--- src/rtl/median_filter_pkg.sv ---
// Shared pixel and control types for the median-filter datapath.
package median_filter_pkg;

    localparam int PIXEL_T_W = 8;

    typedef logic [PIXEL_T_W-1:0] pixel_t;

    typedef enum logic [1:0] {
        ST_IDLE,
        ST_RUN,
        ST_FLUSH
    } state_t;

endpackage

--- src/rtl/pixel_frame_source_if.sv ---
// Pixel stream from the frame source toward the median filter.
// Optional end-of-line marker present when PIXEL_SRC_EOL_EN is defined.
interface pixel_frame_source_if;

    median_filter_pkg::pixel_t pixel_data;
    logic                      pixel_valid;
    logic                      pixel_ready;
    logic                      pixel_sof;
`ifdef PIXEL_SRC_EOL_EN
    logic                      pixel_eol;
`endif

`ifdef PIXEL_SRC_EOL_EN
    modport master (output pixel_valid, output pixel_data, output pixel_sof,
                    output pixel_eol, input pixel_ready);
    modport slave  (input pixel_valid, input pixel_data, input pixel_sof,
                    input pixel_eol, output pixel_ready);
`else
    modport master (output pixel_valid, output pixel_data, output pixel_sof,
                    input pixel_ready);
    modport slave  (input pixel_valid, input pixel_data, input pixel_sof,
                    output pixel_ready);
`endif

endinterface

--- src/rtl/pixel_frame_source.sv ---
// Frame source: reads a raster frame from a 1-cycle-latency frame buffer and
// streams it out through a 2-entry FIFO with valid/ready flow control.
// Optional feature macro: PIXEL_SRC_EOL_EN adds pixel_eol (last column of row).
module pixel_frame_source #(
    parameter  int IMG_W  = 8,
    parameter  int IMG_H  = 8,
    localparam int ADDR_W = $clog2(IMG_W * IMG_H)
) (
    input  logic                      clk,
    input  logic                      rst,
    input  logic                      start,
    output logic                      busy,
    output logic                      done,
    output logic                      mem_rd_en,
    output logic [ADDR_W-1:0]         mem_rd_addr,
    input  median_filter_pkg::pixel_t mem_rd_data,
    pixel_frame_source_if.master      pix
);

    localparam logic [ADDR_W-1:0] LAST = ADDR_W'(IMG_W * IMG_H - 1);

    typedef enum logic [1:0] {
        IDLE,
        FETCH,
        DRAIN,
        DONE
    } fsm_t;

    fsm_t                      state_q, state_d;
    logic [ADDR_W-1:0]         addr_q, addr_d;
    logic [ADDR_W-1:0]         out_cnt_q, out_cnt_d;
    logic                      inflight_q, inflight_d;
    median_filter_pkg::pixel_t fifo_q [2];
    median_filter_pkg::pixel_t fifo_d [2];
    logic                      wr_ptr_q, wr_ptr_d;
    logic                      rd_ptr_q, rd_ptr_d;
    logic [1:0]                count_q, count_d;
    logic                      busy_q, busy_d;
    logic                      done_q, done_d;

    logic                      valid;
    logic                      pop;
    logic                      push;
    logic [1:0]                room_sum;
    logic                      rd_en;

    assign valid = (count_q != 2'd0);
    assign pop   = valid && pix.pixel_ready;
    assign push  = inflight_q;

    // Occupancy credits this cycle's pop; without it a 1-cycle-latency read
    // could only be issued every other cycle.
    assign room_sum = count_q - {1'b0, pop} + {1'b0, inflight_q};
    assign rd_en    = (state_q == FETCH) && (room_sum < 2'd2);

    // Next-state, address counter, FIFO and output-counter logic.
    always_comb begin
        state_d    = state_q;
        addr_d     = addr_q;
        out_cnt_d  = out_cnt_q;
        fifo_d     = fifo_q;
        wr_ptr_d   = wr_ptr_q;
        rd_ptr_d   = rd_ptr_q;
        count_d    = count_q + {1'b0, push} - {1'b0, pop};
        inflight_d = rd_en;

        if (push) begin
            fifo_d[wr_ptr_q] = mem_rd_data;
            wr_ptr_d         = ~wr_ptr_q;
        end
        if (pop) begin
            rd_ptr_d  = ~rd_ptr_q;
            out_cnt_d = (out_cnt_q == LAST) ? '0 : out_cnt_q + 1'b1;
        end

        case (state_q)
            IDLE: begin
                if (start) state_d = FETCH;
            end
            FETCH: begin
                if (rd_en) begin
                    if (addr_q == LAST) begin
                        addr_d  = '0;
                        state_d = DRAIN;
                    end else begin
                        addr_d = addr_q + 1'b1;
                    end
                end
            end
            DRAIN: begin
                if (pop && (out_cnt_q == LAST)) state_d = DONE;
            end
            DONE: begin
                state_d = IDLE;
            end
            default: begin
                state_d = IDLE;
            end
        endcase

        busy_d = (state_d != IDLE);
        done_d = (state_d == DONE);
    end

    // State and datapath registers; reset drops any frame and in-flight read.
    always_ff @(posedge clk or posedge rst) begin
        if (rst) begin
            state_q    <= IDLE;
            addr_q     <= '0;
            out_cnt_q  <= '0;
            inflight_q <= 1'b0;
            fifo_q[0]  <= '0;
            fifo_q[1]  <= '0;
            wr_ptr_q   <= 1'b0;
            rd_ptr_q   <= 1'b0;
            count_q    <= '0;
            busy_q     <= 1'b0;
            done_q     <= 1'b0;
        end else begin
            state_q    <= state_d;
            addr_q     <= addr_d;
            out_cnt_q  <= out_cnt_d;
            inflight_q <= inflight_d;
            fifo_q     <= fifo_d;
            wr_ptr_q   <= wr_ptr_d;
            rd_ptr_q   <= rd_ptr_d;
            count_q    <= count_d;
            busy_q     <= busy_d;
            done_q     <= done_d;
        end
    end

    assign busy            = busy_q;
    assign done            = done_q;
    assign mem_rd_en       = rd_en;
    assign mem_rd_addr     = rd_en ? addr_q : '0;
    assign pix.pixel_valid = valid;
    assign pix.pixel_data  = valid ? fifo_q[rd_ptr_q] : '0;
    assign pix.pixel_sof   = valid && (out_cnt_q == '0);

`ifdef PIXEL_SRC_EOL_EN
    localparam int               COL_W    = $clog2(IMG_W);
    localparam logic [COL_W-1:0] COL_LAST = COL_W'(IMG_W - 1);

    logic [COL_W-1:0] col_q, col_d;

    // Column of the FIFO head, advanced on every transfer.
    always_comb begin
        col_d = col_q;
        if (pop) col_d = (col_q == COL_LAST) ? '0 : col_q + 1'b1;
    end

    // Column register.
    always_ff @(posedge clk or posedge rst) begin
        if (rst) col_q <= '0;
        else     col_q <= col_d;
    end

    assign pix.pixel_eol = valid && (col_q == COL_LAST);
`endif

endmodule

--- src/flat_wrapper.sv ---
// flat-port wrapper written by rule: the top's interface ports become plain ports
module pixel_frame_source_flat 
#(
    parameter  int IMG_W  = 8,
    parameter  int IMG_H  = 8,
    localparam int ADDR_W = $clog2(IMG_W * IMG_H)
)
  (clk, rst, start, busy, done, mem_rd_en, mem_rd_addr, mem_rd_data, pix_pixel_valid, pix_pixel_data, pix_pixel_sof, pix_pixel_ready);
  pixel_frame_source_if pix_i ();
  input  logic clk;
  input  logic rst;
  input  logic start;
  output logic busy;
  output logic done;
  output logic mem_rd_en;
  output logic [ADDR_W-1:0] mem_rd_addr;
  input  median_filter_pkg::pixel_t mem_rd_data;
  output wire logic [$bits(pix_i.pixel_valid)-1:0] pix_pixel_valid;
  output wire logic [$bits(pix_i.pixel_data)-1:0] pix_pixel_data;
  output wire logic [$bits(pix_i.pixel_sof)-1:0] pix_pixel_sof;
  input wire logic [$bits(pix_i.pixel_ready)-1:0] pix_pixel_ready;
  assign pix_pixel_valid = pix_i.pixel_valid;
  assign pix_pixel_data = pix_i.pixel_data;
  assign pix_pixel_sof = pix_i.pixel_sof;
  assign pix_i.pixel_ready = pix_pixel_ready;
  pixel_frame_source #(.IMG_W(IMG_W), .IMG_H(IMG_H)) u_core (.clk(clk), .rst(rst), .start(start), .busy(busy), .done(done), .mem_rd_en(mem_rd_en), .mem_rd_addr(mem_rd_addr), .mem_rd_data(mem_rd_data), .pix(pix_i));
endmodule
--- config.mk ---
export PLATFORM = sky130hd
export DESIGN_NAME = pixel_frame_source_flat
export DESIGN_NICKNAME = d
export VERILOG_FILES = /design/src/rtl/median_filter_pkg.sv /design/src/rtl/pixel_frame_source_if.sv /design/src/rtl/pixel_frame_source.sv /design/src/flat_wrapper.sv
export SDC_FILE = /design/constraint.sdc
export NUM_CORES = 1
export LEC_CHECK = 0
export ABC_AREA = 0
export BUFFER_PORTS_ARGS = -buffer_cell sky130_fd_sc_hd__buf_2
export CAP_MARGIN = 40
export CORE_ASPECT_RATIO = 1.2
export CORE_UTILIZATION = 59
export DETAILED_ROUTE_END_ITERATION = 6
export MAX_ROUTING_LAYER = met4
export PLACE_DENSITY = 0.94
export SYNTH_ARGS = -nofsm -noshare
export SYNTH_HDL_FRONTEND = slang
export SYNTH_SLANG_ARGS = --single-unit
--- constraint.sdc ---
create_clock -name clk -period 6.6 [get_ports clk]
set_input_delay 1.32 -clock clk [delete_from_list [all_inputs] [get_ports clk]]
set_output_delay 1.32 -clock clk [all_outputs]
set_load 0.02 [all_outputs]
==> results of run 1 <==
==> critical path, cell delays in order <==
cell	delay, ps
buf_2	100
o21ai_1	240
inv_1	210
ha_1	340
inv_1	70
ha_1	140
xnor3_2	350
and3_2	260
buf_2	150
==> path summary, 6_finish.rpt <==
check	start	end	slack [ps]	cells after the start
max	pix_pixel_ready	mem_rd_addr[0]	2090	9
min	u_core.inflight_q	u_core.wr_ptr_q	510	1
max reg2reg	u_core.count_q[1]	u_core.addr_q[5]	3960	9
min reg2reg	u_core.inflight_q	u_core.wr_ptr_q	510	1
max in group asynchronous	rst	u_core.fifo_q[12]	5210	3
min in group asynchronous	rst	u_core.fifo_q[13]	1060	3
==> final cells by class <==
cell class	count	share of cell area (%)
clock buffer	5	1.824
clock inverter	3	3.161
inverter	10	1.824
multi-input combinational	101	38.48
sequential	37	44.98
tap	34	2.067
timing repair buffer	31	7.660
==> kinds of logic after synthesis <==
family          Yosys count  share of synthesized area (%)
simple gates             45                          13.49
flops                    37                          52.00
mux                      26                          16.30
compound gates           18                          6.886
buf+inv                  14                          3.513
xor+xnor                  7                          4.287
fa+ha+maj                 5                          3.514
==> layout by cell type, fill, tap and decap left out, types with 3 or more instances in the layout <==
| master | netlist | routed |
|---|---|---|
| dfrtp_1 | 37 | 37 |
| buf_2 | 1 | 30 |
| mux2_2 | 16 | 16 |
| nor2_1 | 10 | 10 |
| inv_1 | 9 | 9 |
| nand3_1 | 8 | 8 |
| mux2i_1 | 8 | 8 |
| nand2_1 | 6 | 6 |
| and3_2 | 6 | 6 |
| xnor2_1 | 5 | 5 |
| ha_1 | 5 | 5 |
| clkbuf_4 | 0 | 5 |
| nor4_1 | 3 | 3 |
| o21ai_0 | 3 | 3 |
| a21oi_1 | 3 | 3 |
==> state kept, by name (all words and copies together), names as in the netlist <==
register,cells
u_core.out_cnt_q,6
u_core.addr_q,6
u_core.busy,1
u_core.count_q,2
u_core.rd_ptr_q,1
u_core.state_q,2
u_core.inflight_q,1
u_core.wr_ptr_q,1
u_core.done,1
u_core.fifo_q,16
==> power groups by stage <==
stage / Sequential (mW) / Clock [mW] / Combinational, mW
2_1_floorplan: 0.399 / 0 / 0.528
3_3_place_gp: 0.431 / 0 / 0.607
3_5_place_dp: 0.443 / 0 / 0.639
4_1_cts: 0.438 / 0.196 / 0.641
5_1_grt: 0.453 / 0.204 / 0.695
6_report: 0.439 / 0.189 / 0.633
==> routing by layer <==
layer / vias to the layer above / GRT usage, % / routed length [um]
met3: 2 / 6.618 / 114
li1: 615 / - / -
met5: - / - / 0
met2: 33 / 38.78 / 1729
met1: 630 / 29.55 / 1398
met4: 0 / 6.908 / 4
==> stage by stage <==
step / utilization (%) / cell area [sq um] / setup WS, ps / instances
after floorplan: - / 1780 / 2436 / 152
after CTS: 72.53 / 2058 / 2096 / 221
final: 72.53 / 2058 / 2094 / 221
after global placement: 68.92 / 1956 / 2213 / 213
after global routing: 72.53 / 2058 / 1930 / 221
after detailed placement: 68.92 / 1956 / 2096 / 213
==> out/metrics.yaml, run 1 <==
yosysMostFrequentCell: "dfrtp_1"
seq_power_share_pct: 34.8
grt-ovfl-total: 0
synth.distinct_cells: 38
pin_count: 31
nNetsFinal: 203
fmax_mhz: 221.9
io_buffers: 30
synthFlopType: "dfrtp_1"
tritoncts: "built"
routed-via-count: 1280
pwr-share-clk_pct: 15.0
synth-seq-area-share_pct: 52.00
cts_made_buffers: 5
drc: 0
setup-violations-final: 0
power.density_mw_per_mm2: 612.8
synth.avg_cell_area_sq_um: 11.71
filler_cell_count: 204
ys_top_cells_by_area: "dfrtp_1 52%, mux2_2 10%, mux2i_1 4.5%"
first_iter_violations: 43
status: "completed"
postCtsSetupRepairBufs: 0
synth_top_cell_by_area: "dfrtp_1"
register_area_sq_um: 925.9
cts.sinks: 37
start_util_pct: 62.74
ys_top_cells_by_count: "37 x dfrtp_1, 16 x mux2_2, 10 x nor2_1"
hold_ws_ps: 507.8
clock-skew-final_ps: 15.35
first_global_vias: 1234
cap_violations: 0
grt_usage_pct: 24.13
max_slew_margin_pct: 55.73
worstMarginPinSlew_ps: 661.6
power_switching_mw: 0.5241
rsz0062_at_grt: "false"
crit_type: "in -> out"
synth-edff-count: 0
insertion_delay_ps: 340
postCtsHoldBufs: 0
cts.reportedPaths.clkPinSlew_ps: 110
antenna_found_initial: 0
start_kind: "input pin"
synthCells: 152
fp-row-count: 21
vias_per_cell: 5.792
layout_min_cycle_time_ps: 4506
hp-class: "reg -> reg"
detail-route-antenna-nets: 0
switching_share_pct: 41.55
slew_violations: 0
timing.final.crit_share_pct: 68.27
dieArea_sq_mm: 0.003242
n_antenna_cell: 0
postCtsResizedCells: 0
end_kind: "output port"
design.core.area_sq_mm: 0.002838
die_y_um: 62.18
ys_async_sr_fraction_pct: 100.0
yosys_warnings: 0
tns_ps: 0
dr.pass1.iters: 4
synth_seq_cells: 37
p_leak_nw: 0.9962
worstPathMaxFanout: 12
required_ps: 5280
grt_max_degree: 38
fp.dieW_um: 52.15
grt_pass1_wl_um: 5561
power_frac_comb_pct: 50.2
area_delta_synth_final_pct: 15.60
clockBufferDepth: 2
syn-num-nets: 169
hpwl_um: 2415
routedWlPerCell_um: 14.69
gp_congestion: 0.8770
power.internal_mw: 0.7372
yosysTopAreaCellShare_pct: 52.00
finalHoldViolations: 0
clockRootBuffer: "clkbuf_4"
drt-total-wl_um: 3247
htreeDepth: 2
power_mw: 1.261
syn_area_sq_mm: 0.001780
peakVddDrop_mv: 0.4629
worst-endpoint-arrival_ps: 3190
multiInputGateArea_sq_um: 792.0
drive_gt1_share_pct: 35.83
Note: power is estimated with default switching activity, not from simulation.
==> run 2, diff against run 1 <==
- CORE_UTILIZATION: 59 -> 55
- PLACE_DENSITY: 0.94 -> 0.9
- clock period: 6.6 -> 4.35 ns (I/O delays scaled with it)
==> out/metrics.yaml, run 2 (synthesis gave the netlist of run 1 again) <==
slew_violations: 0  # unchanged
seq_power_share_pct: 36.7  # +1.9 points
worst-endpoint-arrival_ps: 2770  # -420 ps
n_antenna_cell: 0  # unchanged
hpwl_um: 2516  # +4.2%
cts_made_buffers: 5  # unchanged
largest_register: "u_core.fifo_q"
status: "completed"
pin_count: 31  # unchanged
largest_reg_flops: 16  # unchanged
worstReg2RegStart: "u_core.count_q[1]"
final_common_cell: "dfrtp_1"
antenna_found_initial: 0  # unchanged
area_delta_synth_final_pct: 13.07
register_area_sq_um: 925.9  # unchanged
final_cell_mix: "37 x dfrtp_1, 30 x buf_2, 16 x mux2_2"
critical_path_buf_inv_count: 4  # unchanged
cp_slowest_cell: "xnor3_2"
first_global_vias: 1328  # +7.6%
multiInputGateArea_sq_um: 792.0  # unchanged
cts.sinks: 37  # unchanged
postCtsSetupRepairBufs: 0  # unchanged
peakVddDrop_mv: 0.7822  # +69%
end_kind: "output port"
dieArea_sq_mm: 0.003470  # +7.0%
worstPathMaxFanout: 12  # unchanged
grt_max_degree: 38  # unchanged
grt_usage_pct: 24.63  # +0.49 points
drc: 0  # unchanged
switching_share_pct: 44.08  # +2.5 points
grt-ovfl-total: 0  # unchanged
cp_cell_sequence: "buf_2, o21ai_1, inv_1, ha_1, inv_1, ha_1, xnor3_2, and3_2, buf_2"
timing.final.crit_share_pct: 83.58
postCtsHoldBufs: 0  # unchanged
htreeDepth: 2  # unchanged
max_stage_delay_ps: 360  # about the same
postCtsResizedCells: 0  # unchanged
reg_top3: "u_core.fifo_q (16), u_core.addr_q (6), u_core.out_cnt_q (6)"
finalNonFillerCells: 222  # +0.45%
finalHoldViolations: 0  # unchanged
dr.pass1.iters: 5  # +1
clockBufferDepth: 2  # unchanged
critPathTopFamily: "buffers and inverters"
power_frac_comb_pct: 53.5  # +3.3 points
worstMarginPinSlew_ps: 599.0  # -62.65 ps
min_from: "u_core.inflight_q"
required_ps: 3480  # -1800 ps
fmax_mhz: 275.0
fp-row-count: 22  # +4.8%
nNetsFinal: 203  # unchanged
power.density_mw_per_mm2: 905.3  # +48%
drt-total-wl_um: 3499  # +7.8%
tns_ps: 0  # unchanged
fp.dieW_um: 53.94  # +3.4%
max_slew_margin_pct: 59.92  # +4.2 points
hp-class: "reg -> reg"
cap_violations: 0  # unchanged
vias_per_cell: 5.752  # -0.68%
start_util_pct: 57.75  # -5.0 points
clock-skew-final_ps: 2.759  # -12.59 ps
tritoncts: "built"
die_y_um: 64.33  # +3.5%
dp.cells: 215  # +0.94%
first_iter_violations: 32  # -26%
gp_congestion: 0.8171  # -6.8%
cp-startpoint: "pix_pixel_ready"
power_switching_mw: 0.8035  # +53%
setup-violations-final: 0  # unchanged
filler_cell_count: 237  # +16%
p_leak_nw: 0.9724  # -2.4%
routed-via-count: 1277  # -0.23%
start_kind: "input pin"
io_buffers: 30  # unchanged
cts.reportedPaths.clkPinSlew_ps: 100  # about the same
routedWlPerCell_um: 15.76  # +7.3%
insertion_delay_ps: 330  # about the same
design.core.area_sq_mm: 0.003083  # +8.6%
detail-route-antenna-nets: 0  # unchanged
crit_type: "in -> out"
pwr-share-clk_pct: 9.9  # -5.1 points
drive_gt1_share_pct: 34.95  # -0.88 points
layout_min_cycle_time_ps: 3636
clockRootBuffer: "clkbuf_4"
rsz0062_at_grt: "false"
power.internal_mw: 1.019  # +38%
grt_pass1_wl_um: 5871  # +5.6%
## run 2: changes by cell type in the layout (fill, tap and decap cells not counted)
cell       previous run  this run
clkbuf_8              0         1
clkbuf_1              0         1
clkinv_2              1         0
bufinv_16             2         0
## run 2: layout make-up
cell class,count,share of cell area (%)
clock buffer,7,2.735
inverter,10,1.865
multi-input combinational,101,39.34
timing repair buffer,31,7.831
sequential,37,45.99
tap,36,2.237
## run 2: layer usage
metal | global-route usage (%) | wire length, um | vias up
met2 | 40.28 | 1789 | 41
met4 | 10.53 | 87 | 0
met1 | 27.13 | 1493 | 620
met5 | - | 0 | -
li1 | - | - | 607
met3 | 6.905 | 128 | 9
## run 2: stage by stage
| step | hold WS, ps | util, % | total power [mW] | worst slack, ps | cell area (sq um) |
|---|---|---|---|---|---|
| final | 495.0 | 65.30 | 1.823 | 714.1 | 2013 |
| after global routing | 536.5 | 65.30 | 1.965 | 594.7 | 2013 |
| after CTS | 497.4 | 65.30 | 1.829 | 745.9 | 2013 |
| after detailed placement | 482.0 | 63.51 | 1.649 | 752.0 | 1958 |
| after global placement | 474.5 | 63.51 | 1.576 | 851.9 | 1958 |
| after floorplan | 460.4 | - | 1.407 | 1086 | 1780 |
## run 2: power by group through the flow
stage / Combinational (mW) / Clock (mW) / Sequential, mW
floorplan: 0.801 / 0 / 0.606
global placement: 0.924 / 0 / 0.652
global route: 1.07 / 0.199 / 0.693
finish: 0.975 / 0.180 / 0.668
detailed placement: 0.979 / 0 / 0.670
CTS: 0.981 / 0.185 / 0.664
## run 2: path summary, 6_finish.rpt
kind                                     end  slack, ps  cells after the start
min reg2reg                  u_core.wr_ptr_q        490                      1
max                           mem_rd_addr[3]        710                      9
min in group asynchronous  u_core.fifo_q[13]        620                      3
max in group asynchronous        u_core.busy       3410                      3
min                          u_core.wr_ptr_q        490                      1
max reg2reg                 u_core.addr_q[5]       1670                      9
==> run 3, diff against run 2 <==
- clock period: 4.35 -> 3.4 ns (I/O delays scaled with it)
==> out/metrics.yaml, run 3 (synthesis gave the netlist of run 1 again) <==
status: "completed"
hpwl_um: 2399  # -4.7%
dr.pass1.iters: 4  # -1
worstMarginPinSlew_ps: 628.0  # +29.02 ps
grt_usage_pct: 22.61  # -2.0 points
postCtsResizedCells: 0  # unchanged
finalHoldViolations: 0  # unchanged
timing.final.crit_share_pct: 89.45
cp_cell_sequence: "o21ai_1, inv_1, ha_1, inv_1, ha_1, xnor3_2, and3_2, buf_2"
final_common_cell: "dfrtp_1"
tritoncts: "built"
slew_violations: 0  # unchanged
routed-via-count: 1248  # -2.3%
register_area_sq_um: 925.9  # unchanged
grt_pass1_wl_um: 5388  # -8.2%
routedWlPerCell_um: 14.71  # -6.6%
cts.sinks: 37  # unchanged
finalNonFillerCells: 224  # +0.90%
filler_cell_count: 250  # +5.5%
worstPathMaxFanout: 12  # unchanged
r2r_slack_ps: 1060  # -610 ps
cap_violations: 0  # unchanged
worstReg2RegStart: "u_core.count_q[1]"
die_y_um: 64.33  # unchanged
first_iter_violations: 15  # -53%
dp.cells: 216  # +0.47%
postCtsSetupRepairBufs: 0  # unchanged
grt_max_degree: 38  # unchanged
detail-route-antenna-nets: 0  # unchanged
p_leak_nw: 0.9777  # +0.54%
fp.dieW_um: 53.94  # unchanged
crit_type: "reg -> out"
rsz0062_at_grt: "false"
r2r_end: "u_core.addr_q[5]"
final_util_pct: 65.42  # +0.12 points
first_global_vias: 1253  # -5.6%
final_cell_mix: "37 x dfrtp_1, 30 x buf_2, 16 x mux2_2"
area_delta_synth_final_pct: 13.28
reg_top3: "u_core.fifo_q (16), u_core.addr_q (6), u_core.out_cnt_q (6)"
multiInputGateArea_sq_um: 792.0  # unchanged
clockBufferDepth: 2  # unchanged
peakVddDrop_mv: 0.8883  # +14%
io_buffers: 30  # unchanged
max_stage_delay_ps: 430  # +70 ps
n_antenna_cell: 0  # unchanged
htreeDepth: 2  # unchanged
gp_congestion: 0.8125  # -0.56%
drt-total-wl_um: 3296  # -5.8%
fmax_mhz: 328.8
rr_worst_depth: 9  # unchanged
vias_per_cell: 5.571  # -3.1%
dieArea_sq_mm: 0.003470  # unchanged
tns_ps: 0  # unchanged
antenna_found_initial: 0  # unchanged
start_util_pct: 57.75  # unchanged
largest_reg_flops: 16  # unchanged
cts.reportedPaths.clkPinSlew_ps: 110  # about the same
worst-endpoint-arrival_ps: 2360  # -410 ps
max_slew_margin_pct: 57.98  # -1.9 points
grt-ovfl-total: 0  # unchanged
drc: 0  # unchanged
setup-violations-final: 0  # unchanged
drive_gt1_share_pct: 35.64  # +0.69 points
insertion_delay_ps: 330  # about the same
nNetsFinal: 204  # +0.49%
fp-row-count: 22  # unchanged
design.core.area_sq_mm: 0.003083  # unchanged
pin_count: 31  # unchanged
clockRootBuffer: "clkbuf_4"
largest_register: "u_core.fifo_q"
required_ps: 2720  # -760 ps
end_kind: "output port"
layout_min_cycle_time_ps: 3041
hp-class: "in -> async"
cts_made_buffers: 5  # unchanged
start_kind: "flip-flop"
postCtsHoldBufs: 0  # unchanged
clock-skew-final_ps: 9.745  # +6.986 ps
cp_slowest_cell: "dfrtp_1"
power.density_mw_per_mm2: 1140  # +26%
-- run 3: changes by cell type in the layout (fill, tap and decap cells not counted) --
cell	previous run	this run
clkinv_2	0	2
clkbuf_8	1	0
buf_4	1	2
-- run 3: stage by stage --
step	worst slack (ps)	area (sq um)	hold slack (ps)	power, mW
floorplan	516.2	1780	460.4	1.800
global placement	514.8	1966	474.6	2.021
detailed placement	444.9	1966	477.2	2.097
CTS	346.1	2017	431.0	2.314
global route	153.1	2017	446.5	2.485
finish	358.7	2017	421.1	2.299
-- run 3: cell type report --
type	count	share of cell area (%)
Sequential cell	37	45.91
Multi-Input combinational cell	101	39.27
Timing Repair Buffer	32	8.189
Tap cell	36	2.233
Clock buffer	6	2.047
Inverter	10	1.861
Clock inverter	2	0.4963
-- run 3: worst max-delay path: cells and delay by family, from the launching register on --
kind	cells	cell delay, ps
XOR/XNOR	1	360
flip-flops	1	430
adder cells (fa/ha/maj)	2	460
buffers and inverters	3	340
AND/OR/NAND/NOR	1	250
AO/OA/AOI/OAI	1	190
-- run 3: worst max-delay path by stage --
stage                            from              to  slack (ps)  cells after the start
floorplan             pix_pixel_ready  mem_rd_addr[0]         520                      8
global placement      pix_pixel_ready  mem_rd_addr[4]         510                      9
detailed placement    pix_pixel_ready  mem_rd_addr[2]         440                      9
CTS                 u_core.count_q[1]  mem_rd_addr[4]         350                      8
global route        u_core.count_q[1]       mem_rd_en         150                      9
finish              u_core.count_q[1]  mem_rd_addr[2]         360                      8
-- run 3: layer usage --
metal | part of all wire [%] | vias up | track usage [%]
met5 | 0 | - | -
met4 | 1.3 | 0 | 8.224
met3 | 4.9 | 6 | 7.619
met2 | 51 | 37 | 37.35
met1 | 43 | 593 | 24.38
li1 | - | 612 | -
-- run 3: where the power goes --
part / leakage (nW) / internal, mW / switching (mW)
Sequential: 0.434 / 0.646 / 0.199
Clock: 0.0320 / 0.0787 / 0.134
Combinational: 0.512 / 0.561 / 0.680
Total: 0.978 / 1.29 / 1.01
